### src/rtl/vmove_issue.sv
// Issue sequencer feeding the vector move pipe: one command in, one addr/vec beat per cycle out.
// Optional scalar splat source is compiled in with VMOVE_SPLAT_EN.
module vmove_issue #(
    parameter int REQ_DATA_WIDTH = 64,
    parameter int REQ_ADDR_WIDTH = 32,
    parameter int SEW_WIDTH      = 2,
    parameter int LEN_WIDTH      = 8,
    parameter int XLEN           = 64
) (
    input  logic                      clk,
    input  logic                      rst,
    input  logic                      cmd_valid,
    output logic                      cmd_ready,
    input  logic [REQ_ADDR_WIDTH-1:0] cmd_addr,
    input  logic [LEN_WIDTH-1:0]      cmd_len,
    input  logic                      cmd_scalar,
    input  logic [SEW_WIDTH-1:0]      cmd_sew,
    input  logic [XLEN-1:0]           cmd_xdata,
    input  logic                      src_valid,
    output logic                      src_ready,
    input  logic [REQ_DATA_WIDTH-1:0] src_data,
    output logic [REQ_ADDR_WIDTH-1:0] out_addr,
    output logic [REQ_DATA_WIDTH-1:0] out_vec,
    output logic                      out_valid,
    output logic                      busy
);

    localparam logic [0:0] IDLE = 1'b0;
    localparam logic [0:0] RUN  = 1'b1;

    logic [0:0]                state_q, state_d;
    logic [REQ_ADDR_WIDTH-1:0] base_q, base_d;
    logic [LEN_WIDTH-1:0]      len_q, len_d;
    logic [LEN_WIDTH-1:0]      cnt_q, cnt_d;
    logic [REQ_ADDR_WIDTH-1:0] out_addr_q, out_addr_d;
    logic [REQ_DATA_WIDTH-1:0] out_vec_q, out_vec_d;
    logic                      out_valid_q, out_valid_d;
    logic                      mode;
    logic [REQ_DATA_WIDTH-1:0] beat_data;
    logic                      accept;
    logic                      issue;

`ifdef VMOVE_SPLAT_EN
    logic                      mode_q, mode_d;
    logic [REQ_DATA_WIDTH-1:0] splat_q, splat_d, splat_val;

    // Element replicated across the beat; captured once at command acceptance.
    always_comb begin
        splat_val = '0;
        case (cmd_sew)
            2'd0:    splat_val = {(REQ_DATA_WIDTH/8){cmd_xdata[7:0]}};
            2'd1:    splat_val = {(REQ_DATA_WIDTH/16){cmd_xdata[15:0]}};
            2'd2:    splat_val = {(REQ_DATA_WIDTH/32){cmd_xdata[31:0]}};
            default: splat_val = {(REQ_DATA_WIDTH/64){cmd_xdata[63:0]}};
        endcase
    end

    assign mode      = mode_q;
    assign beat_data = mode_q ? splat_q : src_data;
`else
    logic unused_cmd;
    assign unused_cmd = ^{cmd_scalar, cmd_sew, cmd_xdata};
    assign mode       = 1'b0;
    assign beat_data  = src_data;
`endif

    assign cmd_ready = (state_q == IDLE) && !rst;
    assign src_ready = (state_q == RUN) && !mode;
    assign busy      = (state_q == RUN);
    assign accept    = cmd_valid && cmd_ready;
    assign issue     = (state_q == RUN) && (mode || src_valid);

    assign out_addr  = out_addr_q;
    assign out_vec   = out_vec_q;
    assign out_valid = out_valid_q;

    always_comb begin
        state_d     = state_q;
        base_d      = base_q;
        len_d       = len_q;
        cnt_d       = cnt_q;
        out_valid_d = 1'b0;
        out_addr_d  = '0;
        out_vec_d   = '0;
`ifdef VMOVE_SPLAT_EN
        mode_d      = mode_q;
        splat_d     = splat_q;
`endif
        if (accept) begin
            base_d = cmd_addr;
            len_d  = cmd_len;
            cnt_d  = '0;
`ifdef VMOVE_SPLAT_EN
            mode_d  = cmd_scalar;
            splat_d = splat_val;
`endif
            if (cmd_len != '0) begin
                state_d = RUN;
            end
        end
        if (issue) begin
            out_valid_d = 1'b1;
            out_addr_d  = base_q + REQ_ADDR_WIDTH'(cnt_q);
            out_vec_d   = beat_data;
            cnt_d       = cnt_q + LEN_WIDTH'(1);
            if (cnt_q == len_q - LEN_WIDTH'(1)) begin
                state_d = IDLE;
            end
        end
    end

    always_ff @(posedge clk) begin
        if (rst) begin
            state_q     <= IDLE;
            base_q      <= '0;
            len_q       <= '0;
            cnt_q       <= '0;
            out_valid_q <= 1'b0;
            out_addr_q  <= '0;
            out_vec_q   <= '0;
`ifdef VMOVE_SPLAT_EN
            mode_q      <= 1'b0;
            splat_q     <= '0;
`endif
        end else begin
            state_q     <= state_d;
            base_q      <= base_d;
            len_q       <= len_d;
            cnt_q       <= cnt_d;
            out_valid_q <= out_valid_d;
            out_addr_q  <= out_addr_d;
            out_vec_q   <= out_vec_d;
`ifdef VMOVE_SPLAT_EN
            mode_q      <= mode_d;
            splat_q     <= splat_d;
`endif
        end
    end

endmodule

### config.mk
export PLATFORM = sky130hd
export DESIGN_NAME = vmove_issue
export DESIGN_NICKNAME = d
export VERILOG_FILES = /design/src/rtl/vmove_issue.sv
export SDC_FILE = /design/constraint.sdc
export NUM_CORES = 1
export LEC_CHECK = 0
export BUFFER_PORTS_ARGS = -buffer_cell sky130_fd_sc_hd__buf_2
export CORE_MARGIN = 8
export CORE_UTILIZATION = 40
export CTS_BUF_LIST = sky130_fd_sc_hd__clkbuf_8
export DETAILED_ROUTE_END_ITERATION = 10
export GPL_ROUTABILITY_DRIVEN = 0
export PLACE_DENSITY = 0.8
export SLEW_MARGIN = 20
export SYNTH_ARGS = -nofsm -noshare
export SYNTH_HDL_FRONTEND = slang
export SYNTH_SLANG_ARGS = --single-unit
### constraint.sdc
create_clock -name clk -period 1.9 [get_ports clk]
set_input_delay 0.19 -clock clk [delete_from_list [all_inputs] [get_ports clk]]
set_output_delay 0.19 -clock clk [all_outputs]
set_load 0.01 [all_outputs]
==> results of run 1 <==
==> cell usage in the layout, fill, tap and decap left out, types with 7 or more instances in the layout <==
master         synthesis  layout
nor2_1                34      33
dlygate4sd3_1          0     104
buf_4                  2      39
nand3b_1              30      30
and3_1                 7       7
dfxtp_1              146     144
or3_1                  9       9
clkbuf_8               0      18
nand4_1               15      15
a21oi_1               29      26
mux2i_1                9       9
and2_1                70      69
nand3_1               13      13
nand2_1              101     100
xor2_1                15      15
o31ai_1               11      10
nor3_1                 9       9
inv_1                 10      10
xnor2_1                7       7
buf_2                  2     207
==> report_power, final <==
| group | internal (mW) | switching (mW) |
|---|---|---|
| Clock | 1.33 | 1.16 |
| Combinational | 0.404 | 0.316 |
| Sequential | 3.16 | 0.0770 |
| Total | 4.89 | 1.56 |
==> kinds of logic (layout without fill, tap and decap cells) <==
logic type / after synthesis / in the layout / synth area share (%)
buffers and inverters: 45 / 397 / 3.19
adder cells (fa/ha/maj): 11 / 11 / 2.58
flip-flops: 146 / 146 / 52.0
XOR/XNOR: 22 / 22 / 3.43
other: 0 / 3 / 0
AO/OA/AOI/OAI: 69 / 69 / 7.86
multiplexers: 10 / 10 / 1.80
AND/OR/NAND/NOR: 306 / 306 / 29.1
==> worst register-to-register path, delay by kind of cell (launching register included) <==
family          cells  cell delay, ps
fa+ha+maj           2             540
compound gates      3             530
buf+inv             1             170
simple gates        1              60
xor+xnor            1             150
flops               1             360
==> flip-flops by register name (all words and copies together) (netlist names) <==
register	count
base_q	32
out_valid	1
out_vec	64
cnt_q	8
len_q	8
out_addr	32
busy	1
==> worst max-delay path by stage <==
stage,end,slack [ps]
global route,out_addr[6],-110
detailed placement,out_addr[12],-70
finish,out_addr[6],-20
global placement,out_addr[18],-50
CTS,out_addr[26],-6
floorplan,out_addr[18],-20
==> cell type report <==
| cell class | count | area, um2 |
|---|---|---|
| fill | 1122 | 5120 |
| sequential | 146 | 2930 |
| multi-input combinational | 418 | 2610 |
| timing repair buffer | 354 | 2430 |
| clock buffer | 18 | 248 |
| tap | 180 | 225 |
| clock inverter | 14 | 163 |
| inverter | 11 | 42.5 |
| antenna | 3 | 7.51 |
==> synth_stat cells (11+ instances only) <==
master    number
nand2_1      101
and2_1        70
nor2_1        34
xor2_1        15
o31ai_1       11
clkbuf_1      29
nand4_1       15
nand3_1       13
a21oi_1       29
nand3b_1      30
dfxtp_1      146
==> per-layer routing <==
| layer | vias to the layer above | part of all wire, % | GRT usage [%] |
|---|---|---|---|
| li1 | 2733 | - | - |
| met1 | 2568 | 41 | 22.8 |
| met2 | 230 | 49 | 32.6 |
| met3 | 43 | 6.3 | 5.68 |
| met4 | 0 | 3.3 | 9.98 |
| met5 | - | 0 | 0 |
==> repair_timing <==
item | in CTS | in global routing
resized for setup | 2 | 16
buffers inserted | 0 | 1
cloned | 0 | 0
pin swaps | 3 | 9
setup endpoints to repair | 12 | 24
hold buffers | 104 | 0
endpoints found under the hold margin | 104 | 0
==> impl_metrics.yaml, run 1 <==
run_status:
  status: "finished, violations left"
  violations: "setup timing"
sta:
  slew-limit-headroom_pct: 65.4
  hold_viol_final: 0
  finalClockSkew_ps: 15.0
  rsz0062_at_grt: "true"
  worstMarginPinSlew_ps: 515
  max_freq_mhz: 522
  fin_crit_ps: 1920
  worst_slack_ps: -17.1
  slew_viol_final: 0
  setup_tns_ps: -23.7
  finalCritPeriodShare_pct: 101
  hold_ws_ps: 42.7
  setup_viol: 3
cts:
  cts_tree: "yes"
  clockBufferDepth: 2
  clockRootBuffer: "clkbuf_8"
  clock-sinks: 146
  htreeDepth: 4
  clk_pin_slew_worst_paths_ps: 80
  clk_latency_ps: 450
  cts_made_buffers: 17
yosys:
  synth_edf_count: 0
  syn-num-nets: 795
  yosys_warnings: 0
  yosys.area.top_type_share_pct: 52.0
  avgSynthCellArea_um2: 9.22
  ys.flop_type: "dfxtp_1"
  async_flop_share_pct: 0
  yosys-top-cells-area: "dfxtp_1 (52%), and2_1 (7.8%), nand2_1 (6.7%)"
  netlist_instances: 609
  seq_area_frac_synth_pct: 52.0
  syn_area_um2: 5620
  yosysTopAreaCell: "dfxtp_1"
  synthDistinctLibCells: 49
  ys_ff_latch: 146
die:
  die_h_um: 134
  core_um2: 13800
  dieArea_um2: 18100
  dieWidth_um: 134
  start_util_pct: 40.8
  io_pins: 275
  rows: 43
place:
  hpwl_um: 12400
  place_area_um2: 7110
  dp_cells: 1004
  numPortBuffers: 207
  dp_slack_ps: -71.4
critical_path:
  cp.arrival_ps: 2240
  reg2reg_slack_ps: -20
  critical_path_class: "flip-flop to flip-flop"
  path_depth: 8
  cpPeakStageDelay_ps: 380
  cp_max_fo: 2
  critPathBufInv: 1
  cp-end-kind: "flip-flop"
  r2r_start: "cnt_q[0]"
  crit_family: "adder cells"
  critPathRequiredTime_ps: 2230
  crit_chain: "ha_4 -> fa_2 -> a211oi_4 -> buf_4 -> o21bai_1 -> a21oi_1 -> xor2_1 -> nor2_1"
  worstRegToRegCells: 8
  crit_start: "cnt_q[0]"
  r2r_end: "out_addr[6]"
  slowest_stage: "fa_2"
  startpoint_type: "flip-flop"
power:
  p_leak_nw: 4.04
  p_total_mw: 6.44
  ir_drop_mv: 0.363
  p_per_area_nw_per_um2: 745
routing:
  drtAntennaViolNets: 0
  routed_wirelength_um: 18300
  drt-wirelength-per-cell_um: 16.0
  drt_iter0_drc: 415
  routed_via_density: 4.87
  first_pass_iters: 5
  route.detailed.drc: 0
  via_count: 5574
run:
  maxCapViolCount: 0
global_routing:
  grt_pass1_wl_um: 28200
  grt_pass1_vias: 5477
  antenna_found_initial: 2
  grt_usage_pct: 19.7
  grt-ovfl-total: 0
  grt_max_degree: 47
finish:
  drive_gt1_share_pct: 32.4
  finalNonFillerCells: 1144
  final_util_pct: 62.8
  nNetsFinal: 1134
  syn_to_final_growth_pct: 54.1
  final_area_um2: 8660
worst_hold_path:
  holdPathStages: 2
  hp-class: "input port to flip-flop"
  min_to: "len_q[5]"
  hp-start: "rst"
Power figures use the tool's default switching activity.
==> inputs of run 2 (changes only) <==
--- a/config.mk
+++ b/config.mk
@@ -12,6 +12,7 @@
 export DETAILED_ROUTE_END_ITERATION = 10
 export GPL_ROUTABILITY_DRIVEN = 0
 export PLACE_DENSITY = 0.8
+export SETUP_SLACK_MARGIN = 0.3
 export SLEW_MARGIN = 20
 export SYNTH_ARGS = -nofsm -noshare
 export SYNTH_HDL_FRONTEND = slang
==> run 2 against run 1 <==
Compared with the run above: the run still ends with setup timing left; die area is the same; combinational power grew 3.1%; register-to-register slack worse by 99 ps; cell area up 1.7%; clock power down 8%; fmax is 4.9% lower; sequential power is essentially flat; first-iteration DRC count up 0.48%; cell count is 0.44% lower; worst hold slack gained 150 ps; critical endpoint is now out_addr[30].
==> impl_metrics.yaml, run 2 (synthesis gave the netlist of run 1 again) <==
power:
  p_per_area_nw_per_um2: 713
  ir_drop_mv: 0.457
  p_total_mw: 6.28
  p_leak_nw: 4.05
global_routing:
  grt_pass1_wl_um: 29000
  grt-ovfl-total: 0
  grt_max_degree: 56
  antenna_found_initial: 1
  grt_usage_pct: 20.2
  grt_pass1_vias: 5750
critical_path:
  crit_chain: "ha_4 -> fa_2 -> a211oi_4 -> buf_6 -> o211ai_4 -> nand3_2 -> or4_1 -> a21oi_1"
  crit_family: "simple AND/OR/NAND/NOR gates"
  r2r_start: "base_q[0]"
  critical_path_class: "flip-flop to flip-flop"
  critPathRequiredTime_ps: 2290
  startpoint_type: "flip-flop"
  reg2reg_slack_ps: -120
  critPathBufInv: 1
  r2r_end: "out_addr[30]"
  slowest_stage: "or4_1"
  cp_max_fo: 6
  cp.arrival_ps: 2400
  worstRegToRegCells: 8
  cp-end-kind: "flip-flop"
  cpPeakStageDelay_ps: 400
sta:
  hold_viol_final: 0
  rsz0062_at_grt: "true"
  finalCritPeriodShare_pct: 106
  fin_crit_ps: 2020
  max_freq_mhz: 496
  setup_viol: 11
  slew-limit-headroom_pct: 61.2
  worstMarginPinSlew_ps: 578
  hold_ws_ps: 196
  worst_slack_ps: -116
  slew_viol_final: 0
  finalClockSkew_ps: 8.85
run_status:
  violations: "setup timing"
  status: "finished, violations left"
finish:
  syn_to_final_growth_pct: 56.7
  final_area_um2: 8800
  drive_gt1_share_pct: 35.2
  finalNonFillerCells: 1139
  final_cell_mix: "buf_2 (207), dfxtp_1 (137), dlygate4sd3_1 (104)"
  fillCellCount: 1055
  layout_commonest_cell: "buf_2"
  nNetsFinal: 1131
  largest_reg_flops: 64
place:
  numPortBuffers: 207
  place_area_um2: 7150
  dp_cells: 999
  hpwl_um: 11800
die:
  start_util_pct: 40.8
  dieWidth_um: 134
  dieArea_um2: 18100
  core_um2: 13800
  io_pins: 275
  die_h_um: 134
  rows: 43
worst_hold_path:
  min_to: "busy"
  hp-class: "input port to flip-flop"
  hp-start: "cmd_valid"
  holdPathStages: 4
routing:
  first_pass_iters: 5
  drtAntennaViolNets: 0
  drt-wirelength-per-cell_um: 16.4
  routed_wirelength_um: 18700
  via_count: 5650
  route.detailed.drc: 0
  routed_via_density: 4.96
  drt_iter0_drc: 417
cts:
  clk_latency_ps: 450
  clock-sinks: 146
  clockRootBuffer: "clkbuf_8"
  clk_pin_slew_worst_paths_ps: 80
  cts_tree: "yes"
  htreeDepth: 4
  cts_made_buffers: 17
  clockBufferDepth: 2
run:
  maxCapViolCount: 0
==> run 2: cell types whose count changed in the layout (fill, tap and decap cells not counted), sizes merged <==
cell / change
clkinvlp: -3
bufinv: -1
inv: +2
clkinv: +1
o211ai: +1
diode: -1
buf: -4
==> run 2: worst max-delay path by stage <==
stage | depth (start not counted) | slack (ps) | to | from
floorplan | 8 | -10 | out_addr[18] | cnt_q[0]
global placement | 6 | -110 | out_addr[8] | cnt_q[0]
detailed placement | 7 | -150 | out_addr[30] | base_q[0]
CTS | 8 | -40 | out_addr[6] | cnt_q[0]
global route | 8 | -180 | out_addr[22] | cnt_q[0]
finish | 8 | -120 | out_addr[30] | base_q[0]
==> run 2: power by group <==
| group | switching [mW] | leakage, nW | internal, mW |
|---|---|---|---|
| sequential | 0.0816 | 1.19 | 3.16 |
| combinational | 0.329 | 2.65 | 0.412 |
| clock | 1.13 | 0.208 | 1.17 |
| total | 1.54 | 4.05 | 4.74 |
==> run 2: final cells by class <==
class                   instances  area, um2  share of cell area, %
multi-input cells             419       2820                   32.0
diodes                          2       5.00                 0.0569
repair buffers                350       2410                   27.4
inverters                      11       41.3                  0.469
clock buffers                  18        248                   2.81
flip-flops and latches        146       2940                   33.4
clock inverters                13        123                   1.39
well taps                     180        225                   2.56
==> run 2: layer usage <==
metal	vias to the layer above	part of all wire, %	global-route usage [%]
met5	-	0	0
met4	0	4.0	12.1
met3	61	5.8	5.65
met2	239	50	33.9
met1	2622	41	22.4
li1	2728	-	-
==> run 2: worst reg2reg max path: stages, from the launching register on <==
cell and delay (ps):
dfxtp_2 360, ha_4 150, fa_2 230, a211oi_4 70, buf_6 140, o211ai_4 300, nand3_2 140, or4_1 400
a21oi_1 170
==> run 2: per-stage QoR <==
step / utilization (%) / worst slack, ps / setup TNS (ps)
after floorplan: - / -12.0 / -12.0
after global placement: 51.9 / -111 / -852
after detailed placement: 51.9 / -147 / -1210
after CTS: 63.1 / -40.3 / -93.4
after global routing: 63.9 / -175 / -1710
final: 63.9 / -116 / -773
==> run 2: timing repair <==
action                                  in CTS  in global routing
endpoints found under the setup margin      28                 71
pin swaps                                    6                 32
cloned                                       0                  1
hold buffers                               104                  0
gates resized for setup                     25                 22
buffers inserted                             0                  2
hold endpoints to repair                   104                  0
